$ cat config.mk
export PLATFORM = sky130hd
export DESIGN_NAME = washingmachine_prog
export DESIGN_NICKNAME = d
export VERILOG_FILES = /design/src/rtl/washingmachine_prog.sv
export SDC_FILE = /design/constraint.sdc
export NUM_CORES = 1
export LEC_CHECK = 0
export ABC_AREA = 1
export ABC_CLOCK_PERIOD_IN_PS = 2450
export BUFFER_PORTS_ARGS = -buffer_cell sky130_fd_sc_hd__buf_2
export CAP_MARGIN = 5
export CORE_MARGIN = 3
export CORE_UTILIZATION = 33
export DETAILED_ROUTE_END_ITERATION = 12
export GPL_TIMING_DRIVEN = 0
export SYNTH_ARGS = -nofsm -noshare
export SYNTH_HDL_FRONTEND = slang
export SYNTH_SLANG_ARGS = --single-unit
$ cat constraint.sdc
create_clock -name i_clk -period 2.45 [get_ports i_clk]
set_input_delay 0.245 -clock i_clk [delete_from_list [all_inputs] [get_ports i_clk]]
set_output_delay 0.245 -clock i_clk [all_outputs]
set_load 0.02 [all_outputs]
$ cat src/rtl/washingmachine_prog.sv
// washingmachine_prog
//   Parametrised coin-operated washing machine controller.
//   Programmes are selected one-hot on i_mode; each programme has per-phase
//   durations (seconds) in the packed SOAK/WASH/RINSE/SPIN tables, mode m at
//   [m*TIME_W +: TIME_W]. Zero-length phases are skipped, an open lid freezes
//   the running phase, and cancel while filling/washing drains through SPIN.
//
//   Optional macro LID_TIMEOUT_EN: adds output o_fault and a pause timer; a
//   lid left open LID_TIMEOUT_S seconds in PAUSE ends the cycle in DONE.
//
// Ports
//   i_clk, i_rst       clock, asynchronous active-high reset
//   i_lid              1 = lid open
//   i_start, i_cancel  level requests from the front panel
//   i_coin             one-cycle coin pulse
//   i_mode             one-hot programme select
//   o_idle .. o_done   registered state indicators
//   o_paused           run phase frozen by open lid
//   o_waterinlet       water valve (SOAK and RINSE only)
//   o_coinreturn       one-cycle refund pulse
//   o_fault            lid timeout (LID_TIMEOUT_EN only)
//   o_remaining        seconds left in the current phase, 0 outside run phases
module washingmachine_prog #(
    parameter int unsigned CLK_HZ        = 250,
    parameter int unsigned NUM_MODES     = 3,
    parameter int unsigned TIME_W        = 16,
    parameter int unsigned COINS_REQ     = 1,
    parameter logic [NUM_MODES*TIME_W-1:0] SOAK_TBL  = {16'd600, 16'd600, 16'd300},
    parameter logic [NUM_MODES*TIME_W-1:0] WASH_TBL  = {16'd1200, 16'd900, 16'd300},
    parameter logic [NUM_MODES*TIME_W-1:0] RINSE_TBL = {16'd900, 16'd600, 16'd300},
    parameter logic [NUM_MODES*TIME_W-1:0] SPIN_TBL  = {16'd300, 16'd300, 16'd300},
    parameter int unsigned LID_TIMEOUT_S = 60
) (
    input  logic                 i_clk,
    input  logic                 i_rst,
    input  logic                 i_lid,
    input  logic                 i_start,
    input  logic                 i_cancel,
    input  logic                 i_coin,
    input  logic [NUM_MODES-1:0] i_mode,
    output logic                 o_idle,
    output logic                 o_ready,
    output logic                 o_soak,
    output logic                 o_wash,
    output logic                 o_rinse,
    output logic                 o_spin,
    output logic                 o_done,
    output logic                 o_paused,
    output logic                 o_waterinlet,
    output logic                 o_coinreturn,
`ifdef LID_TIMEOUT_EN
    output logic                 o_fault,
`endif
    output logic [TIME_W-1:0]    o_remaining
);

    localparam int unsigned PW = (CLK_HZ > 1) ? $clog2(CLK_HZ) : 1;

    typedef enum logic [2:0] {
        S_IDLE, S_READY, S_SOAK, S_WASH, S_RINSE, S_SPIN, S_PAUSE, S_DONE
    } state_t;

    state_t               state_q, state_d;
    state_t               phase_q, phase_d;   // run phase being timed (held through PAUSE)
    state_t               first_ph, after_soak, after_wash, after_rinse, after_spin_drain, tgt;
    logic [NUM_MODES-1:0] mode_q, mode_d, mode_sel;
    logic [3:0]           coins_q, coins_d;
    logic [PW-1:0]        presc_q, presc_d;
    logic [TIME_W-1:0]    rem_q, rem_d;
    logic [TIME_W-1:0]    dur_soak, dur_wash, dur_rinse, dur_spin;
    logic                 coinret_d;
    logic                 run_step;
    logic                 tick;

`ifdef LID_TIMEOUT_EN
    localparam logic [31:0] LTO_LIMIT = 32'(LID_TIMEOUT_S * CLK_HZ);
    logic [31:0] lto_q, lto_d;
    logic        fault_d;
`endif

    function automatic logic [TIME_W-1:0] dur_of(input state_t s,
                                                 input logic [TIME_W-1:0] ds, dw, dr, dp);
        case (s)
            S_SOAK:  return ds;
            S_WASH:  return dw;
            S_RINSE: return dr;
            S_SPIN:  return dp;
            default: return '0;
        endcase
    endfunction

    // In READY the durations follow the live selector so the first phase can be
    // loaded on the same edge the mode is latched.
    always_comb begin
        mode_sel  = (state_q == S_READY) ? i_mode : mode_q;
        dur_soak  = '0;
        dur_wash  = '0;
        dur_rinse = '0;
        dur_spin  = '0;
        for (int unsigned m = 0; m < NUM_MODES; m++) begin
            if (mode_sel[m]) begin
                dur_soak  = dur_soak  | SOAK_TBL[m*TIME_W +: TIME_W];
                dur_wash  = dur_wash  | WASH_TBL[m*TIME_W +: TIME_W];
                dur_rinse = dur_rinse | RINSE_TBL[m*TIME_W +: TIME_W];
                dur_spin  = dur_spin  | SPIN_TBL[m*TIME_W +: TIME_W];
            end
        end
    end

    // Successor of each phase, skipping zero-length ones.
    always_comb begin
        after_spin_drain = (dur_spin  != '0) ? S_SPIN  : S_DONE;
        after_rinse      = after_spin_drain;
        after_wash       = (dur_rinse != '0) ? S_RINSE : after_rinse;
        after_soak       = (dur_wash  != '0) ? S_WASH  : after_wash;
        first_ph         = (dur_soak  != '0) ? S_SOAK  : after_soak;
    end

    assign tick = (presc_q == PW'(CLK_HZ - 1));

    always_comb begin
        state_d   = state_q;
        phase_d   = phase_q;
        mode_d    = mode_q;
        coins_d   = coins_q;
        presc_d   = presc_q;
        rem_d     = rem_q;
        coinret_d = 1'b0;
        run_step  = 1'b0;
        tgt       = S_DONE;
`ifdef LID_TIMEOUT_EN
        lto_d     = lto_q;
        fault_d   = o_fault;
`endif

        case (state_q)
            S_IDLE: begin
                rem_d = '0;
                if (i_cancel && coins_q != 4'd0) begin
                    coinret_d = 1'b1;
                    coins_d   = 4'd0;
                end else if (i_coin) begin
                    if (coins_q + 4'd1 >= 4'(COINS_REQ)) begin
                        coins_d = 4'd0;
                        state_d = S_READY;
                    end else begin
                        coins_d = coins_q + 4'd1;
                    end
                end
            end
            S_READY: begin
                if (i_cancel) begin
                    coinret_d = 1'b1;
                    state_d   = S_IDLE;
                end else if (i_start && !i_lid && $onehot(i_mode)) begin
                    mode_d  = i_mode;
                    presc_d = '0;
                    state_d = first_ph;
                    phase_d = first_ph;
                    rem_d   = dur_of(first_ph, dur_soak, dur_wash, dur_rinse, dur_spin);
`ifdef LID_TIMEOUT_EN
                    fault_d = 1'b0;
`endif
                end
            end
            S_SOAK, S_WASH, S_RINSE: begin
                if (i_cancel) begin
                    state_d = after_spin_drain;
                    phase_d = after_spin_drain;
                    presc_d = '0;
                    rem_d   = dur_of(after_spin_drain, dur_soak, dur_wash, dur_rinse, dur_spin);
                end else if (i_lid) begin
                    state_d = S_PAUSE;
`ifdef LID_TIMEOUT_EN
                    lto_d   = '0;
`endif
                end else begin
                    run_step = 1'b1;
                end
            end
            S_SPIN: begin
                if (i_lid) begin
                    state_d = S_PAUSE;
`ifdef LID_TIMEOUT_EN
                    lto_d   = '0;
`endif
                end else begin
                    run_step = 1'b1;
                end
            end
            S_PAUSE: begin
                // The lid-closing edge already counts, so the total delay
                // equals the number of cycles the lid was open.
                if (!i_lid) begin
                    run_step = 1'b1;
                end
`ifdef LID_TIMEOUT_EN
                else if (lto_q >= LTO_LIMIT - 32'd1) begin
                    state_d = S_DONE;
                    rem_d   = '0;
                    fault_d = 1'b1;
                end else begin
                    lto_d = lto_q + 32'd1;
                end
`endif
            end
            S_DONE: begin
                rem_d = '0;
                if (i_lid) begin
                    state_d = S_IDLE;
                    mode_d  = '0;
                end
            end
            default: state_d = S_IDLE;
        endcase

        if (run_step) begin
            state_d = phase_q;
            if (tick) begin
                presc_d = '0;
                if (rem_q == TIME_W'(1)) begin
                    case (phase_q)
                        S_SOAK:  tgt = after_soak;
                        S_WASH:  tgt = after_wash;
                        S_RINSE: tgt = after_rinse;
                        default: tgt = S_DONE;
                    endcase
                    state_d = tgt;
                    phase_d = tgt;
                    rem_d   = dur_of(tgt, dur_soak, dur_wash, dur_rinse, dur_spin);
                end else begin
                    rem_d = rem_q - TIME_W'(1);
                end
            end else begin
                presc_d = presc_q + PW'(1);
            end
        end
    end

    always_ff @(posedge i_clk or posedge i_rst) begin
        if (i_rst) begin
            state_q      <= S_IDLE;
            phase_q      <= S_SOAK;
            mode_q       <= '0;
            coins_q      <= 4'd0;
            presc_q      <= '0;
            rem_q        <= '0;
            o_idle       <= 1'b1;
            o_ready      <= 1'b0;
            o_soak       <= 1'b0;
            o_wash       <= 1'b0;
            o_rinse      <= 1'b0;
            o_spin       <= 1'b0;
            o_done       <= 1'b0;
            o_paused     <= 1'b0;
            o_waterinlet <= 1'b0;
            o_coinreturn <= 1'b0;
        end else begin
            state_q      <= state_d;
            phase_q      <= phase_d;
            mode_q       <= mode_d;
            coins_q      <= coins_d;
            presc_q      <= presc_d;
            rem_q        <= rem_d;
            o_idle       <= (state_d == S_IDLE);
            o_ready      <= (state_d == S_READY);
            o_soak       <= (state_d == S_SOAK)  || (state_d == S_PAUSE && phase_d == S_SOAK);
            o_wash       <= (state_d == S_WASH)  || (state_d == S_PAUSE && phase_d == S_WASH);
            o_rinse      <= (state_d == S_RINSE) || (state_d == S_PAUSE && phase_d == S_RINSE);
            o_spin       <= (state_d == S_SPIN)  || (state_d == S_PAUSE && phase_d == S_SPIN);
            o_done       <= (state_d == S_DONE);
            o_paused     <= (state_d == S_PAUSE);
            o_waterinlet <= (state_d == S_SOAK) || (state_d == S_RINSE);
            o_coinreturn <= coinret_d;
        end
    end

`ifdef LID_TIMEOUT_EN
    always_ff @(posedge i_clk or posedge i_rst) begin
        if (i_rst) begin
            lto_q   <= '0;
            o_fault <= 1'b0;
        end else begin
            lto_q   <= lto_d;
            o_fault <= fault_d;
        end
    end
`endif

    assign o_remaining = rem_q;

endmodule

# Word-level counts from Yosys, hierarchy flattened

Index checks and enable logic that the tools add are counted.

Reductions and logical operators: 29
$add $sub $neg: 5
Mux-type cells: 65
$lt $le $gt $ge: 1
Eq/ne operators: 42

Operator list:

| operator                                           | number |
|---|---|
| one-hot mux 16 bit (4 select lines)                | 3 |
| 2-to-1 mux 16 bit                                  | 6 |
| 2-to-1 mux 3 bit                                   | 26 |
| nonzero test 16 bit                                | 4 |
| == test 3 bit, second input constant               | 17 |
| one-hot mux 16 bit (3 select lines)                | 1 |
| == test 3 x 2 -> 1 bit, second input constant      | 14 |
| 2-to-1 mux 10 bit                                  | 4 |
| 2-to-1 mux 8 bit                                   | 5 |
| 2-to-1 mux 9 bit                                   | 3 |
| == test 16 x 1 -> 1 bit, second input constant     | 1 |
| one-hot mux 8 bit (2 select lines)                 | 1 |
| subtractor 16 x 1 -> 16 bit, second input constant | 1 |
| one-hot mux 3 bit (5 select lines)                 | 1 |
| 2-to-1 mux 4 bit                                   | 3 |
| one-hot mux 3 bit (2 select lines)                 | 2 |
| 2-to-1 mux 11 bit                                  | 1 |
| one-hot mux 3 bit (3 select lines)                 | 1 |
| adder 8 x 1 -> 8 bit, second input constant        | 1 |
| == test 8 bit, second input constant               | 1 |
| AND reduction 4 bit                                | 2 |
| logical AND 1 bit                                  | 7 |
| == test 3 x 1 -> 1 bit, second input constant      | 2 |
| logical NOT 3 bit                                  | 2 |
| 20 further kinds                                   | 33 |

Bits in registers: 47
Input bits: 9

# Logic depth before layout (Yosys ltp)

Gate-level depths: netlist of run 1.

Depth in word-level cells: 19
Gate-level depth with buffers: 14
Depth with buffers taken out: 14

# Least setup slack after synthesis of run 1

OpenSTA, ideal clock, no wires.

Kind: input -> register
From: in i_mode[0]
To: reg rem_q[12] (netlist: o_remaining[12])
Setup time: 0.120 ns
Path buffers: 0
Required time: 2.330 ns
Stages on the path: 12
Arrival time: 1.812 ns
Path slack: 0.518 ns
Cells stage by stage: inv_1 -> fa_1 -> inv_1 -> nand2_1 -> nor2_1 -> nand2_1 -> a21oi_1 -> nand2_1 -> nand2_1 -> inv_1 -> a21oi_1 -> nor2_1

Longest elaborated chain between the ends: 9

Ends and longest elaborated chain:

| item                                         | line | source |
|---|---|---|
| from (decl)                                  | 40   | `input logic [NUM_MODES-1:0] i_mode,` |
| adder 1 x 1 -> 2 bit (not written as such) * | 155  | `end else if (i_start && !i_lid && $onehot(i_mode)) begin` |
| adder 2 x 1 -> 2 bit (not written as such) * | 155  |  |
| == test 2 x 1 -> 1 bit *                     | 155  |  |
| logical AND 1 bit *                          | 155  |  |
| 2-to-1 mux 16 bit *                          | 155  |  |
| 2-to-1 mux 16 bit *                          | 152  | `if (i_cancel) begin` |
| one-hot mux 16 bit (3 select lines) *        | 136  | `case (state_q)` |
| 2-to-1 mux 16 bit                            | 219  | `if (tick) begin` |
| 2-to-1 mux 16 bit *                          | 217  | `if (run_step) begin` |
| named net rem_d[12]                          | 69   | `logic [TIME_W-1:0] rem_q, rem_d;` |
| to (signal assigned)                         | 264  | `rem_q <= rem_d;` |
| to (decl)                                    | 69   |  |

Mark *: on every way through the listed nets, which the timed path passes. The rest lies on a longest branch.
A chain may end at the register's enable or synchronous reset.

# Worst setup path in the final report of run 1

From: in i_mode[1]
To: reg rem_q[12] (netlist: o_remaining[12])

The elaborated chain is that of the path after synthesis.

==> insert_results.sql, run 1 <==
INSERT INTO impl_metrics (metric_group, metric, value, unit) VALUES
('finish', 'diodes', '0', ''),
('worst_setup_path', 'critical_path.max_fanout', '7', ''),
('pwr', 'report.power.total', '4000', 'uW'),
('route', 'route.met3.wl', '307', 'microns'),
('worst_setup_path', 'launch_point_of_the_critical_path', 'i_mode[1]', ''),
('pwr', 'netSwitchingFraction', '48.8', '%'),
('min_path', 'worstHoldPathType', 'input port to flop', ''),
('finish', 'finalCoreUtilization', '39.7', '%'),
('die', 'ios', '35', ''),
('cts', 'post_cts_resize_count', '0', ''),
('finish', 'synthToLayoutAreaGrowth', '15.1', '%'),
('route', 'post_drt_wl_per_cell', '13.0', 'microns'),
('placement', 'hpwl_dp', '6.13', 'mm'),
('worst_setup_path', 'critical_path.endpoint_type', 'flop', ''),
('pwr', 'internal_power', '2050', 'uW'),
('cts', 'cts-buffers-inserted', '5', ''),
('placement', 'gp_congestion', '0.897', ''),
('worst_setup_path', 'timing.rr.start', 'o_remaining[2]', ''),
('pwr', 'net-switching-power', '1950', 'uW'),
('worst_setup_path', 'slowest_delay', '0.46', 'ns'),
('placement', 'dp_cells', '601', ''),
('global_route', 'global_route_wire_length_before_repair', '13.7', 'mm'),
('pwr', 'power-per-cell-area', '1070', 'mW/mm^2'),
('global_route', 'largest_net_degree_at_the_start_of_global_routing', '34', ''),
('cts', 'cts_tree', 'built', ''),
('worst_setup_path', 'timing.setup.critical_path_class', 'input port to flop', ''),
('sta', 'post-route-worst-setup-slack', '0.247', 'ns'),
('sta', 'slew_viol_final', '0', ''),
('route', 'met2WireLength', '3.78', 'mm'),
('die', 'fp.coreArea', '0.00942', 'sq mm'),
('cts', 'clk_pin_slew_worst_paths', '0.10', 'ns'),
('sta', 'worst_setup_skew_after_layout', '0.0133', 'ns'),
('pwr', 'vdd_drop_max', '0.000577', 'V'),
('flow_run', 'cap_violations', '0', ''),
('cts', 'clock_tree.htree_level_count', '2', ''),
('pwr', 'power.static_leakage', '0.00186', 'uW'),
('synth', 'synth_edf_count', '0', ''),
('die', 'fp.dieH', '105', 'microns'),
('route', 'dr.first_iter.drc_count', '143', ''),
('finish', 'number_of_nets_in_the_layout', '497', ''),
('die', 'die-area', '0.0111', 'sq mm'),
('synth', 'syn-mean-instance-area', '7.42', 'sq um'),
('sta', 'grt_setup_unrepaired', 'false', ''),
('worst_setup_path', 'timing.reg2reg.setup_slack', '0.39', 'ns'),
('route', 'avgViaCountPerCell', '4.95', ''),
('synth', 'synth.net_count', '455', ''),
('global_route', 'grt_antenna_before_repair', '0', ''),
('worst_setup_path', 'endpoint', 'o_remaining[12]', ''),
('finish', 'drive_above_1_share', '20.4', '%'),
('synth', 'ys_types', '41', ''),
('cts', 'clock-root-buffer', 'clkbuf_8', ''),
('pwr', 'comb_power_share', '54.2', '%'),
('route', 'ant_nets', '0', ''),
('run_status', 'status', 'completed', ''),
('sta', 'period_share', '89.9', '%'),
('worst_setup_path', 'cp.required', '2.65', 'ns'),
('sta', 'worst_slew_pin_slew', '0.452', 'ns'),
('synth', 'ys_dominant_reg_cell', 'dfrtp_1', ''),
('pwr', 'clock_power_share', '17.3', '%'),
('synth', 'postSynthRegisterBits', '47', ''),
('sta', 'report.final.setup_viol', '0', ''),
('route', 'detailroute.via_count', '3022', ''),
('worst_setup_path', 'cp_cell_sequence', 'buf_2 -> inv_1 -> fa_1 -> inv_1 -> nand2_1 -> nor2_1 -> nand2_1 -> a21oi_1 -> nand2_1 -> nand2_1 -> inv_1 -> a21oi_1 -> nor2_1', ''),
('synth', 'syn-cell-area', '0.00325', 'sq mm'),
('synth', 'yosysSeqAreaShare', '36.3', '%'),
('worst_setup_path', 'rr_worst_depth', '8', ''),
('route', 'wl_met1', '3.80', 'mm'),
('sta', 'max_slew_margin', '69.6', '%'),
('die', 'row_count', '35', ''),
('global_route', 'grt_remaining_overflow', '0', ''),
('sta', 'timing.final.crit_period', '2.20', 'ns');
==> state kept, by name (all words and copies together), names as in the netlist, 3 cells and up <==
| signal | cells |
|---|---|
| phase_q | 3 |
| state_q | 3 |
| o_remaining | 16 |
| presc_q | 8 |
| mode_q | 3 |
| coins_q | 4 |
==> final cells by class <==
type	count	area, sq um
Clock inverter	2	60.1
Sequential cell	47	1180
Timing Repair Buffer	35	195
Clock buffer	6	72.6
Inverter	64	241
Fill cell	990	5680
Multi-Input combinational cell	323	1810
Tap cell	129	161
Buffer	4	22.5
==> worst max-delay path: cells and delay by family <==
kind / cells / cell delay [ns]
compound gates: 2 / 0.42
buf+inv: 4 / 0.38
simple gates: 6 / 0.90
fa+ha+maj: 1 / 0.46
==> kinds of logic (layout without fill, tap and decap cells) <==
kind of cell	after synthesis	after routing	synth area share (%)
AND/OR/NAND/NOR	228	228	35.1
buffers and inverters	68	111	8.12
adder cells (fa/ha/maj)	8	8	3.31
flip-flops	47	47	36.3
AO/OA/AOI/OAI	73	73	13.5
XOR/XNOR	14	14	3.77
==> power by group through the flow <==
stage | clock [uW] | combinational, uW | sequential, uW
after floorplan | 0 | 1590 | 1220
after global placement | 0 | 2120 | 1150
after detailed placement | 0 | 2160 | 1150
after CTS | 712 | 2170 | 1140
after global routing | 742 | 2450 | 1170
final | 693 | 2170 | 1140
==> placed cells by master, fill, tap and decap left out, types with 10 or more instances in the layout <==
master and instances:
buf_2 36, dfrtp_1 45, o21ai_0 18, nand2_2 15, xor2_1 12, nor3_1 10
a21oi_1 23, inv_1 56, nor2_1 44, nand2_1 87, nand3_1 41, o22ai_1 13
==> synth_stat cells (6+ instances only) <==
cell	n	area, sq um
nor3_1	10	50.1
ha_1	7	87.6
dfrtp_1	45	1130
nand2_2	15	93.8
nand2_1	87	327
nor2_1	44	165
o21ai_0	18	90.1
nand4_1	7	43.8
xor2_1	12	105
o22ai_1	13	81.3
a21oi_1	23	115
nand3_1	41	205
inv_2	6	22.5
inv_1	57	214
nand3_2	6	60.1
==> worst min path at each step <==
stage | from | endpoint | slack, ns | cells after the start
floorplan | i_mode[2] | mode_q[2] | 0.44 | 2
global placement | mode_q[2] | mode_q[2] | 0.47 | 2
detailed placement | i_rst | o_remaining[13] | 0.24 | 2
CTS | i_mode[2] | mode_q[2] | 0.24 | 3
global route | i_mode[2] | mode_q[2] | 0.27 | 3
finish | i_mode[2] | mode_q[2] | 0.25 | 3
==> stage by stage <==
stage	hold slack (ns)	instance area, sq um
final	0.246	3740
after detailed placement	0.244	3600
after global placement	0.469	3580
after CTS	0.242	3740
after global routing	0.267	3740
after floorplan	0.443	3250
==> repair_timing <==
action                                 4_1_cts  5_1_grt
hold buffers                                 1        0
setup buffers                                0        0
endpoints found under the hold margin       14        0
==> per-layer routing <==
metal  vias to the layer above  GRT usage, %
met1                      1423          20.8
met2                        62          23.8
li1                       1533             -
met5                         -             0
met4                         0          4.40
met3                         4          2.39
Note: power is estimated with default switching activity, not from simulation.
==> run 2: changes to the inputs <==
--- a/config.mk
+++ b/config.mk
@@ -5,12 +5,11 @@
 export SDC_FILE = /design/constraint.sdc
 export NUM_CORES = 1
 export LEC_CHECK = 0
-export ABC_AREA = 1
 export ABC_CLOCK_PERIOD_IN_PS = 2450
 export BUFFER_PORTS_ARGS = -buffer_cell sky130_fd_sc_hd__buf_2
 export CAP_MARGIN = 5
 export CORE_MARGIN = 3
-export CORE_UTILIZATION = 33
+export CORE_UTILIZATION = 45
 export DETAILED_ROUTE_END_ITERATION = 12
 export GPL_TIMING_DRIVEN = 0
 export SYNTH_ARGS = -nofsm -noshare
==> insert_results.sql, run 2 <==
INSERT INTO impl_metrics (metric_group, metric, value, unit) VALUES
('global_route', 'global_route.usage.total', '21.3', '%'),
('finish', 'finalCoreUtilization', '58.3', '%'),
('route', 'post_drt_wl_per_cell', '16.4', 'microns'),
('synth', 'synth-async-reset-ratio', '100', '%'),
('finish', 'largest_reg_flops', '16', ''),
('sta', 'timing.final.crit_period', '2.36', 'ns'),
('sta', 'slew_viol_final', '0', ''),
('sta', 'period_share', '96.3', '%'),
('route', 'detailroute.via_count', '2932', ''),
('placement', 'port_buffers', '32', ''),
('finish', 'synthToLayoutAreaGrowth', '22.6', '%'),
('cts', 'clock_latency', '0.30', 'ns'),
('flow_run', 'cap_violations', '0', ''),
('synth', 'number_of_warnings_issued_by_yosys', '0', ''),
('route', 'avgViaCountPerCell', '5.94', ''),
('finish', 'drive_above_1_share', '27.1', '%'),
('die', 'fp.coreArea', '0.00649', 'sq mm'),
('worst_setup_path', 'critPathSlowestCell', 'dfrtp_2', ''),
('cts', 'cts_tree', 'built', ''),
('synth', 'synth_largest_area_cell', 'dfrtp_1', ''),
('worst_setup_path', 'critical_path.max_fanout', '7', ''),
('placement', 'post_detailed_placement_cell_area', '0.00337', 'sq mm'),
('sta', 'report.final.setup_viol', '0', ''),
('cts', 'cts-buffers-inserted', '5', ''),
('min_path', 'worstHoldPathType', 'input port to flop', ''),
('finish', 'fin_area', '0.00379', 'sq mm'),
('run_status', 'status', 'completed', ''),
('finish', 'mostFrequentLayoutCell', 'dfrtp_1', ''),
('pwr', 'power-per-cell-area', '980', 'mW/mm^2'),
('sta', 'worst_setup_skew_after_layout', '0.00884', 'ns'),
('finish', 'num-fill-cells', '597', ''),
('placement', 'gp_congestion', '0.861', ''),
('die', 'die-area', '0.00790', 'sq mm'),
('die', 'row_count', '29', ''),
('pwr', 'power.static_leakage', '0.00165', 'uW'),
('worst_setup_path', 'slowest_delay', '0.45', 'ns'),
('sta', 'worst_slew_pin_slew', '0.641', 'ns'),
('global_route', 'global_route_wire_length_before_repair', '13.4', 'mm'),
('cts', 'clock-root-buffer', 'clkbuf_8', ''),
('route', 'dr.first_iter.drc_count', '139', ''),
('finish', 'final_cell_mix', 'dfrtp_1 (42), nor2_1 (37), o21ai_0 (35), buf_2 (33), nand2_1 (26)', ''),
('sta', 'max_slew_margin', '56.9', '%'),
('global_route', 'grt_antenna_before_repair', '0', ''),
('worst_setup_path', 'cp.required', '2.66', 'ns'),
('synth', 'syn-cell-area', '0.00309', 'sq mm'),
('synth', 'syn-mean-instance-area', '8.58', 'sq um'),
('die', 'ios', '35', ''),
('sta', 'maxClockFrequency', '424', 'MHz'),
('die', 'initial_utilization', '47.6', '%'),
('pwr', 'vdd_drop_max', '0.000653', 'V'),
('global_route', 'grt_remaining_overflow', '0', ''),
('global_route', 'largest_net_degree_at_the_start_of_global_routing', '33', ''),
('synth', 'synthTopCellsByArea', 'dfrtp_1 (36%), o21ai_0 (6.3%), nor2_1 (4.5%), a21oi_1 (3.7%), nand2_1 (3.3%)', ''),
('finish', 'number_of_nets_in_the_layout', '433', ''),
('route', 'route.final.wire_length', '8.09', 'mm'),
('cts', 'cts.sink_count', '47', ''),
('route', 'drt_first_pass_iters', '4', ''),
('route', 'detail_route.drc_violations', '0', ''),
('synth', 'postSynthRegisterBits', '47', ''),
('synth', 'synth_top_area_share', '36.4', '%'),
('worst_setup_path', 'timing.setup.critical_path_class', 'flop to flop', ''),
('synth', 'post_synth_inst_count', '360', ''),
('cts', 'cts_max_path_buffers', '2', ''),
('die', 'die_span_x', '88.9', 'microns'),
('synth', 'synth_edf_count', '0', ''),
('cts', 'clk_pin_slew_worst_paths', '0.09', 'ns'),
('die', 'fp.dieH', '88.9', 'microns'),
('worst_setup_path', 'arrival', '2.57', 'ns'),
('synth', 'yosysSeqAreaShare', '38.1', '%'),
('worst_setup_path', 'startpoint_class', 'flop', ''),
('synth', 'ys_dominant_reg_cell', 'dfrtp_1', ''),
('global_route', 'grt_pass1_vias', '2778', ''),
('synth', 'synth_most_common_cell', 'dfrtp_1', ''),
('placement', 'hpwl_dp', '5.64', 'mm'),
('pwr', 'report.power.total', '3710', 'uW'),
('cts', 'clock_tree.htree_level_count', '2', ''),
('route', 'ant_nets', '0', ''),
('synth', 'ys_types', '69', ''),
('worst_setup_path', 'critical_path.endpoint_type', 'flop', ''),
('finish', 'diodes', '0', ''),
('synth', 'synth.net_count', '377', ''),
('synth', 'synth.top_cells.by_count', 'dfrtp_1 (45), o21ai_0 (39), nor2_1 (37)', ''),
('worst_setup_path', 'cp_cell_sequence', 'and3_4 -> a2111o_1 -> a2111oi_4 -> a311oi_4 -> or3_4 -> o31ai_2', ''),
('sta', 'timing_hold_violations_final', '0', '');
## run 2: cell count changes after synthesis, sizes merged, moves of 7 or more
cell    change
o31ai       +7
a211oi      +7
clkbuf      +8
o21ai      +17
nand3      -35
nor2       -14
o22ai       -9
xor2        -9
inv        -42
nand2      -77
## run 2: final cells by class
cell class                 count  area, sq um  share of cell area [%]
clock inverter                 1         7.51                   0.198
tap                           77         96.3                    2.54
sequential                    47         1180                    31.2
multi-input combinational    280         1950                    51.5
buffer                        10         52.6                    1.39
inverter                      21         78.8                    2.08
timing repair buffer          51          322                    8.49
clock buffer                   7         96.3                    2.54
## run 2: worst max-delay path: cells and delay by family (launching register included)
family	cells	cell delay [ns]
compound gates	4	1.19
flops	1	0.45
simple gates	2	0.63
## run 2: final timing paths
kind	slack, ns	to	depth (start not counted)	startpoint
min	0.28	mode_q[2]	3	i_mode[2]
max	0.09	o_wash	6	state_q[2]
min in group asynchronous	0.45	o_waterinlet	3	i_rst
max in group asynchronous	1.44	phase_q[1]	4	i_rst
max reg2reg	0.09	o_wash	6	state_q[2]
min reg2reg	0.50	presc_q[7]	1	presc_q[7]
## run 2: kinds of logic after synthesis
logic type | synth area share [%]
buffers and inverters | 4.13
adder cells (fa/ha/maj) | 3.48
AND/OR/NAND/NOR | 24.5
multiplexers | 2.23
XOR/XNOR | 1.70
flip-flops | 38.1
AO/OA/AOI/OAI | 25.9
## run 2: where the power goes
group	total, uW	internal, uW	leakage (uW)	switching [uW]
registers	1120	954	0.000613	164
logic	2070	850	0.000988	1220
clock network	523	257	0.0000505	266
total	3710	2060	0.00165	1650
## run 2: repair_timing
| action | in CTS | in global routing |
|---|---|---|
| gates resized for setup | 12 | 32 |
| setup buffers | 7 | 10 |
| endpoints found under the setup margin | 17 | 20 |
| hold endpoints to repair | 14 | 0 |
| hold buffers | 1 | 0 |
| pin swaps | 5 | 11 |
## run 2: metal layers
metal | track usage (%) | up-vias | wire length [microns]
li1 | - | 1438 | -
met1 | 30.4 | 1393 | 3940
met2 | 33.1 | 86 | 3670
met3 | 3.82 | 15 | 332
met4 | 6.32 | 0 | 151
met5 | 0 | - | 0
## run 2: metrics by stage
step	hold WS (ns)	cells	TNS (ns)	setup slack, ns
finish	0.280	494	0	0.0897
global placement	0.474	469	-3.43	-0.367
floorplan	0.423	360	0	0.0964
CTS	0.269	485	0	0.0199
detailed placement	0.239	470	-4.20	-0.415
global route	0.287	494	-0.00832	-0.00832
==> run 3: changes to the inputs <==
--- a/config.mk
+++ b/config.mk
@@ -5,6 +5,7 @@
 export SDC_FILE = /design/constraint.sdc
 export NUM_CORES = 1
 export LEC_CHECK = 0
+export ABC_AREA = 1
 export ABC_CLOCK_PERIOD_IN_PS = 2450
 export BUFFER_PORTS_ARGS = -buffer_cell sky130_fd_sc_hd__buf_2
 export CAP_MARGIN = 5
==> insert_results.sql, run 3 (synthesis results as in run 1) <==
INSERT INTO impl_metrics (metric_group, metric, value, unit) VALUES
('worst_setup_path', 'timing.setup.critical_path_class', 'input port to flop', ''),
('pwr', 'vdd_drop_max', '0.000591', 'V'),
('finish', 'layout.area.seq', '0.00118', 'sq mm'),
('placement', 'post_detailed_placement_cell_area', '0.00356', 'sq mm'),
('global_route', 'grt_pass1_vias', '2838', ''),
('worst_setup_path', 'cp_top_family', 'simple AND/OR/NAND/NOR gates', ''),
('finish', 'fin_area', '0.00368', 'sq mm'),
('route', 'dr.first_iter.drc_count', '109', ''),
('cts', 'clock_tree.htree_level_count', '2', ''),
('finish', 'final_cell_mix', 'nand2_1 (87), inv_1 (56), dfrtp_1 (45), nor2_1 (44), nand3_1 (41)', ''),
('sta', 'grt_setup_unrepaired', 'false', ''),
('worst_setup_path', 'cp_cell_sequence', 'buf_2 -> inv_1 -> fa_1 -> inv_1 -> nand2_1 -> nor2_1 -> nand2_1 -> a21oi_1 -> nand2_1 -> nand2_1 -> inv_1 -> a21oi_1 -> nor2_1', ''),
('die', 'fp.coreArea', '0.00691', 'sq mm'),
('sta', 'max_slew_margin', '67.4', '%'),
('worst_setup_path', 'cp.required', '2.65', 'ns'),
('die', 'initial_utilization', '47.1', '%'),
('sta', 'timing_hold_violations_final', '0', ''),
('route', 'detailroute.via_count', '2942', ''),
('cts', 'cts-buffers-inserted', '5', ''),
('global_route', 'grt_antenna_before_repair', '0', ''),
('global_route', 'largest_net_degree_at_the_start_of_global_routing', '33', ''),
('worst_setup_path', 'timing.critical_path.buf_inv', '4', ''),
('die', 'die-area', '0.00828', 'sq mm'),
('finish', 'largest_reg_flops', '16', ''),
('sta', 'report.final.setup_viol', '0', ''),
('route', 'detail_route.drc_violations', '0', ''),
('cts', 'clk_pin_slew_worst_paths', '0.09', 'ns'),
('run_status', 'status', 'completed', ''),
('finish', 'num-fill-cells', '718', ''),
('route', 'route.final.wire_length', '7.55', 'mm'),
('sta', 'post-route-worst-setup-slack', '0.286', 'ns'),
('min_path', 'worstHoldPathType', 'input port to flop', ''),
('placement', 'detailedPlace.worstSlack', '0.0115', 'ns'),
('finish', 'finalCoreUtilization', '53.3', '%'),
('worst_setup_path', 'critPathSlowestCell', 'fa_1', ''),
('cts', 'cts_tree', 'built', ''),
('cts', 'cts_max_path_buffers', '2', ''),
('cts', 'cts.sink_count', '47', ''),
('worst_setup_path', 'path_common_cell', 'nand2_1', ''),
('global_route', 'global_route.usage.total', '19.2', '%'),
('finish', 'drive_above_1_share', '20.6', '%'),
('global_route', 'grt_remaining_overflow', '0', ''),
('route', 'ant_nets', '0', ''),
('finish', 'number_of_nets_in_the_layout', '497', ''),
('pwr', 'power-per-cell-area', '1060', 'mW/mm^2'),
('sta', 'period_share', '88.3', '%'),
('route', 'avgViaCountPerCell', '5.10', ''),
('die', 'row_count', '30', ''),
('worst_setup_path', 'arrival', '2.36', 'ns'),
('sta', 'slew_viol_final', '0', ''),
('worst_setup_path', 'startpoint_class', 'input port', ''),
('worst_setup_path', 'critical_path.endpoint_type', 'flop', ''),
('cts', 'postCtsSetupBuffers', '0', ''),
('cts', 'clock-root-buffer', 'clkbuf_8', ''),
('route', 'post_drt_wl_per_cell', '13.1', 'microns'),
('pwr', 'power.static_leakage', '0.00185', 'uW'),
('sta', 'timing.final.crit_period', '2.16', 'ns'),
('pwr', 'report.power.total', '3890', 'uW'),
('worst_setup_path', 'slowest_delay', '0.46', 'ns'),
('cts', 'clock_latency', '0.31', 'ns'),
('finish', 'diodes', '0', ''),
('sta', 'maxClockFrequency', '462', 'MHz'),
('global_route', 'global_route_wire_length_before_repair', '13.3', 'mm'),
('die', 'ios', '35', ''),
('worst_setup_path', 'critical_path.max_fanout', '7', ''),
('finish', 'synthToLayoutAreaGrowth', '13.2', '%'),
('placement', 'port_buffers', '33', ''),
('finish', 'multiInputGateArea', '0.00181', 'sq mm'),
('route', 'drt_first_pass_iters', '4', ''),
('sta', 'worst_slew_pin_slew', '0.485', 'ns'),
('flow_run', 'cap_violations', '0', ''),
('placement', 'gp_congestion', '0.902', ''),
('placement', 'hpwl_dp', '5.86', 'mm'),
('sta', 'worst_setup_skew_after_layout', '0.00995', 'ns'),
('finish', 'mostFrequentLayoutCell', 'nand2_1', ''),
('die', 'die_span_x', '91.0', 'microns'),
('die', 'fp.dieH', '91.0', 'microns');
-- run 3: timing repair --
action | in CTS | in global routing
hold buffers | 1 | 0
hold endpoints to repair | 15 | 0
endpoints found under the setup margin | 0 | 0
resized for setup | 0 | 0
-- run 3: power by group --
part           leakage (uW)  total, uW  internal (uW)  switching, uW
combinational       0.00118       2150            674           1480
sequential         0.000613       1140            966            175
clock             0.0000548        596            308            288
-- run 3: layer usage --
metal	global-route usage, %	wire (microns)	share of wire [%]
met3	3.07	287	3.8
met4	4.40	91	1.2
met2	30.5	3390	45
met1	27.4	3770	50
met5	0	0	0
-- run 3: through the flow --
stage	std cells	setup TNS, ns	hold WS, ns
after floorplan	438	0	0.443
after CTS	577	0	0.258
after detailed placement	568	0	0.251
after global routing	577	0	0.272
after global placement	567	-0.00242	0.468
final	577	0	0.258
-- run 3: layout make-up --
| type | instances | area share (%) |
|---|---|---|
| clock buffers | 5 | 1.87 |
| plain buffers | 4 | 0.612 |
| clock inverters | 3 | 1.26 |
| flip-flops and latches | 47 | 32.0 |
| multi-input cells | 323 | 49.1 |
| repair buffers | 35 | 5.30 |
| well taps | 96 | 3.26 |
| inverters | 64 | 6.56 |
-- run 3: worst paths after layout --
kind                                start         endpoint  slack [ns]  cells after the start
max reg2reg                o_remaining[2]  o_remaining[13]        0.38                      8
max in group asynchronous           i_rst           o_idle        1.43                      4
min in group asynchronous           i_rst  o_remaining[13]        0.46                      3
min reg2reg                     mode_q[0]        mode_q[0]        0.51                      2
min                             i_mode[2]        mode_q[2]        0.26                      3
max                             i_mode[1]  o_remaining[12]        0.29                     13
-- run 3: worst min-delay path: stages --
cell and delay (ns):
buf_2 0.09, inv_1 0.09, o31ai_1 0.09
